--- src/rtl/regfile_wb_pkg.sv ---
// Shared RISC-V register-file constants used by the pipeline blocks.
package regfile_wb_pkg;
  localparam int unsigned XLEN   = 32;
  localparam int unsigned NREG   = 32;
  localparam int unsigned AW     = 5;
  localparam int unsigned X0_IDX = 0;
endpackage

--- src/rtl/regfile_wb_demux.sv ---
// Write-back address decode: one-hot register enable, x0 never enabled.
module wb_demux
  import regfile_wb_pkg::*;
#(
  parameter int unsigned NREG_P = NREG,
  parameter int unsigned AW_P   = AW
) (
  input  logic              we,
  input  logic [AW_P-1:0]   waddr,
  output logic [NREG_P-1:0] en
);
  localparam logic [AW_P-1:0] X0 = AW_P'(X0_IDX);

  // Decode waddr to a single enable bit, dropping writes to x0.
  always_comb begin
    en = {NREG_P{1'b0}};
    if (we && (waddr != X0)) begin
      en[waddr] = 1'b1;
    end else begin
      en = {NREG_P{1'b0}};
    end
    en[X0_IDX] = 1'b0;
  end
endmodule

--- src/rtl/regfile_wb.sv ---
// Architectural register file with write-back port, write-through bypass and a one-hot write trace.
module regfile_wb
  import regfile_wb_pkg::*;
#(
  parameter int unsigned XLEN_P = XLEN,
  parameter int unsigned NREG_P = NREG,
  parameter int unsigned AW_P   = AW
) (
  input  logic              clk,
  input  logic              rst_n,
  input  logic              we,
  input  logic [AW_P-1:0]   waddr,
  input  logic [XLEN_P-1:0] wdata,
  input  logic [AW_P-1:0]   raddr1,
  input  logic [AW_P-1:0]   raddr2,
  output logic [XLEN_P-1:0] rdata1,
  output logic [XLEN_P-1:0] rdata2,
  output logic [NREG_P-1:0] wr_onehot
);
  localparam logic [AW_P-1:0] X0 = AW_P'(X0_IDX);

  logic [XLEN_P-1:0] regs_r [NREG_P];
  logic [NREG_P-1:0] en_s;
  logic [NREG_P-1:0] wr_onehot_r;
  logic              wr_live_s;

  wb_demux #(
    .NREG_P (NREG_P),
    .AW_P   (AW_P)
  ) u_demux (
    .we    (we),
    .waddr (waddr),
    .en    (en_s)
  );

  assign wr_live_s = we && (waddr != X0);
  assign wr_onehot = wr_onehot_r;

  // Register storage and write trace; reset wins over any write on the same edge.
  always_ff @(posedge clk) begin
    if (!rst_n) begin
      for (int i = 0; i < int'(NREG_P); i++) begin
        regs_r[i] <= {XLEN_P{1'b0}};
      end
      wr_onehot_r <= {NREG_P{1'b0}};
    end else begin
      for (int i = 0; i < int'(NREG_P); i++) begin
        if (en_s[i]) begin
          regs_r[i] <= wdata;
        end
      end
      wr_onehot_r <= en_s;
    end
  end

  // Combinational reads; x0 storage is never written so it always reads zero.
  always_comb begin
    rdata1 = regs_r[raddr1];
    rdata2 = regs_r[raddr2];
    if (wr_live_s && (raddr1 == waddr)) begin
      rdata1 = wdata;
    end else begin
      rdata1 = regs_r[raddr1];
    end
    if (wr_live_s && (raddr2 == waddr)) begin
      rdata2 = wdata;
    end else begin
      rdata2 = regs_r[raddr2];
    end
  end
endmodule

--- config.mk ---
export PLATFORM = sky130hd
export DESIGN_NAME = regfile_wb
export DESIGN_NICKNAME = d
export VERILOG_FILES = /design/src/rtl/regfile_wb_pkg.sv /design/src/rtl/regfile_wb_demux.sv /design/src/rtl/regfile_wb.sv
export SDC_FILE = /design/constraint.sdc
export NUM_CORES = 2
export LEC_CHECK = 0
export CELL_PAD_IN_SITES_DETAIL_PLACEMENT = 2
export CELL_PAD_IN_SITES_GLOBAL_PLACEMENT = 2
export CORE_AREA = 5 5 296 355
export CTS_CLUSTER_DIAMETER = 150
export DETAILED_ROUTE_END_ITERATION = 10
export DIE_AREA = 0 0 301 360
export PLACE_DENSITY = 0.93
export SLEW_MARGIN = 20
export SYNTH_ARGS = -nofsm -noshare
export SYNTH_HDL_FRONTEND = slang
export SYNTH_SLANG_ARGS = --single-unit
--- constraint.sdc ---
create_clock -name clk -period 7.9 [get_ports clk]
set_input_delay 1.58 -clock clk [delete_from_list [all_inputs] [get_ports clk]]
set_output_delay 1.58 -clock clk [all_outputs]
set_load 0.005 [all_outputs]
; ---- Word level (Yosys, flattened, before mapping)
; Memory sizes are Yosys's and may differ from the RTL's.
; Index checks and enable logic that the tools add are counted.
; Widths: inputs -> output; s select.
[totals]
ff_bits = 32
n_memories = 1
output_inout_bits = 96
mem_bits_rw = 1024
word_cells = 173
[mem_list]
columns = memory, depth, width, read_ports, rd_clocked_by_memory_dff, wr, line
row1 = regs_r, 32, 32, 2, 0, 32, regfile_wb.sv:22  ; logic [XLEN_P-1:0] regs_r [NREG_P];
[classes]
n_reduce_logical = 5
n_lt_le_gt_ge = 2
n_mux = 130
n_bitwise = 31
eq_ne = 2
[ops]
columns = operator, n
row1 = $mux 32, 34
row2 = $mux 1, 95
row3 = $or 1x1->1, 31
row4 = $eq 5x5->1, 2
row5 = $lt 5x6->1 const B, 1
row6 = $demux 1 s5, 1
row7 = $ge 5x1->1 const B, 1
row8 = $reduce_bool 5->1, 1
row9 = $logic_and 1x1->1, 4

; ---- Logic depth before layout (Yosys ltp)
[logic_depth]
depth_word = 9
ltp_mapped = 10

; ---- Modules after synthesis
; A second synthesis with hierarchy kept.
[hier_totals]
hier_cells = 3167
area_unflattened_um2 = 52537.9
[modules_own_cells]
columns = module, instances, cells_each, area_each_um2, seq_area_each_um2
row1 = regfile_wb, 1, 3119, 52300.2, 31390.1
row2 = wb_demux, 1, 48, 237.7, 0.0

; ---- Worst setup path after synthesis
; Ideal clock, no wire load.
[synth_timing]
path_kind = input to register
start = in waddr[1]
end = mem regs_r[20][0] in the netlist's numbering, enable pin
slack_ns = 2.835
cell_stages = 4
path_buffers = 1
t_required_ns = 7.434
t_arrival_ns = 4.600
cell_sequence = buf_2 -> nand2b_1 -> or3_1 -> o21ai_0
[synth_lines]
columns = element, line
row1 = start: declaration, regfile_wb.sv:12  ; input logic [AW_P-1:0] waddr,
row2 = end: declaration, regfile_wb.sv:22

; ---- Worst setup path in the final report
[layout_timing]
start = in raddr2[2]
end = out rdata2[20]
[layout_between]
elab_chain_len = 3
elab_cells_between_ends = 4
[layout_rtl]
columns = element, line
row1 = start: declaration, regfile_wb.sv:15  ; input logic [AW_P-1:0] raddr2,
row2 = "parallel branches: the longest is 2 deep, another holds $mem_v2 32x32", -
row3 = $mux 32 (*), regfile_wb.sv:65  ; if (wr_live_s && (raddr2 == waddr)) begin
row4 = end: declaration, regfile_wb.sv:17  ; output logic [XLEN_P-1:0] rdata2,
; Mark *: on every way between the ends.

==> reports/summary.md <==
* **syn nets** 3335
* **Post-route DRC** 0
* **final-layout fill cell count** 8787
* **Die Span Y** 360 µm
* **remaining global-route overflow** 0
* **final std cell area, no fill** 0.0565 mm²
* **placeable core region** 0.101 mm²
* **number of stages on the worst hold path** 2
* **final hold slack** 1.86 ns
* **maximum number of pins on one net before global-route repair** 77
* **clock sink count** 1023
* **portion of the clock cycle consumed by the worst path in the final layout** 96.0%
* **biggest area contributors in the synthesized netlist** edfxtp_1, mux4_2, nor2_1, mux2_2, mux2i_1
* **via count of the first global-routing pass** 41064
* **area share of the largest cell type after synthesis** 59.4%
* **Synth Cell Area** 0.0501 mm²
* **ratio of cells with drive above 1 in the final layout** 25.6%
* **Max-Slew Margin vs Limit** -28.2%
* **Core Rows** 128
* **commonest cells in the netlist** edfxtp_1, nor2_1, mux4_2
* **total count of max-transition violations in the final report** 2
* **WS Path Type** primary input to output port
* **worst slew pin tran** 1.91 ns
* **total detailed-routing wirelength** 265000 µm
* **utilization after layout** 55.8%
* **drt initial violations** 9703
* **global placer's final weighted congestion** 0.885
* **RSZ-0062 raised after global routing** false
* **synthesized area per cell** 15.3 µm²
* **starting density of the core** 49.5%
* **Post-DP Area** 0.0532 mm²
* **Cells after Synth** 3285
* **hpwl dp** 137000 µm
* **setup total negative slack** 0 ns
* **run status** finished with violations
* **Synth warnings** 0
* **Critical Path End Type** output port
* **quantity of I/O buffers inserted on ports** 144
* **wire length of the first global-routing pass** 341000 µm
* **Distinct cells, synth** 46
* **deepest clock path buffer count** 3
* **routed wirelength normalized by instance count** 55.2 µm
* **number of gates resized after cts** 0
* **failing checks** max-capacitance violations, max-slew violations
* **path type of the worst min-delay path** primary input to flip-flop
* **final worst path period need** 7.58 ns
* **1st-pass router iterations** 6
* **Worst Path Buf+Inv** 3
* **most common cell type on the critical path** nor3_1
* **startpoint type of the worst setup path** primary input
* **leakage component of the power** 18.7 nW
* **CP max-delay cell** nor3_1
* **Detail Route Antenna Nets** 0
* **number of nets in the layout** 3397
* **worst endpoint data arrival time** 6.00 ns
* **delay of the slowest cell on the worst path** 1.47 ns
* **area added between synthesis and finish** 12.7%
* **upper clock frequency limit** 132 MHz
* **post-CTS clock slew at the launch and capture registers of the worst setup and hold paths** 0.08 ns
* **count of buffers added by post-CTS timing repair for setup** 0
* **share of the yosys chip area belonging to registers** 60.7%
* **cell taking the most area after synthesis** edfxtp_1
* **crit path cell chain** clkbuf_8, or2_2, buf_4, a221oi_1, nor3_1, a211oi_1, nor3_1, clkdlybuf4s50_1
* **Max IR drop VDD** 0.000204 V
* **Layout Cells excl Fill** 4812
* **crit-path leading delay family** simple AND/OR/NAND/NOR gates
* **number of hold-repair buffers added at the cts stage** 0
* **root buffer selected by CTS** clkbuf_16
* **width of the chip** 301 µm
* **most frequently used cell type in the post-synthesis netlist** edfxtp_1
* **number of antenna violations at the first check in global routing** 21
* **top fanout value on the critical path** 46
* **number of H-tree levels** 3
* **Hold Violations, Final** 0
* **Stages on worst setup path** 8
* **count of maximum capacitance violations** 1
* **vias per std cell** 8.72
* **number of primary I/O pins** 146
* **total number of vias** 41940
* **clock tree from TritonCTS** built
* **share of synthesized flip-flops with an asynchronous set or reset** 0%
* **most frequently used flop master after synthesis** edfxtp_1
* **number of buffers created by CTS** 102
* **EDFF count, synth** 992
* **pwr dens** 249 mW/mm²
* **total setup violations reported at the end of the flow** 0
* **total routing usage reported by global routing** 44.7%
* **die outline area** 0.108 mm²
* **placed cells** 4607
* **required time at the endpoint of the critical path** 6.32 ns
* **count of state elements after synthesis** 1023
[cells in the final DEF, fill, tap and decap left out, types with 33 or more instances in the layout]
cell,count
buf_4,119
o22ai_1,94
mux2_2,115
a221oi_1,93
nand2_1,99
mux2i_1,113
clkdlybuf4s50_1,134
inv_1,33
mux4_2,414
nor3_1,55
nor2_1,635
edfxtp_1,992
clkbuf_16,105
[sequential cells by signal, indices dropped and copies added (netlist names)]
name / flops
regs_r: 992
wr_onehot: 31
[final timing paths]
check | startpoint | endpoint | slack [ns]
setup / recovery | raddr2[2] | rdata2[20] | 0.32
hold / removal | rst_n | regs_r[16][9]$_SDFFCE_PN0P_ | 1.86
[power by group]
group / internal (mW) / total, mW / leakage [nW] / switching, mW
Combinational: 0.766 / 2.08 / 7.32 / 1.32
Clock: 2.72 / 5.27 / 1.60 / 2.55
Sequential: 6.35 / 6.71 / 9.77 / 0.356
Total: 9.84 / 14.1 / 18.7 / 4.22
[through the flow]
step	setup slack (ns)	power, mW
after floorplan	2.83	7.60
after global placement	1.33	8.28
after detailed placement	1.19	8.52
after CTS	0.842	13.6
after global routing	0.631	14.1
final	0.318	14.1
[final cells by class]
class                      count  area, µm²  area share (%)
antenna                       16       40.0          0.0709
timing repair buffer         269       2490            4.41
clock buffer                 130       2740            4.85
sequential                  1023      30400            53.8
clock inverter                58        494           0.875
multi-input combinational   1917      18500            32.7
tap                         1365       1710            3.02
inverter                      34        128           0.226
[kinds of logic (layout without fill, tap and decap cells)]
group | count (synthesis) | count (layout) | synth area share (%)
AND/OR/NAND/NOR | 931 | 931 | 7.94
multiplexers | 642 | 642 | 23.4
XOR/XNOR | 10 | 10 | 0.175
flip-flops | 1023 | 1023 | 60.7
buffers and inverters | 345 | 491 | 3.03
AO/OA/AOI/OAI | 333 | 333 | 4.75
other | 1 | 17 | 0.00748
[metal layers]
layer  track usage, %  wire length [µm]
met1             53.3             79500
met2             66.8            111000
met3             16.3             44900
met4             32.8             29500
met5                0               361
(Power assumes the default switching activity.)
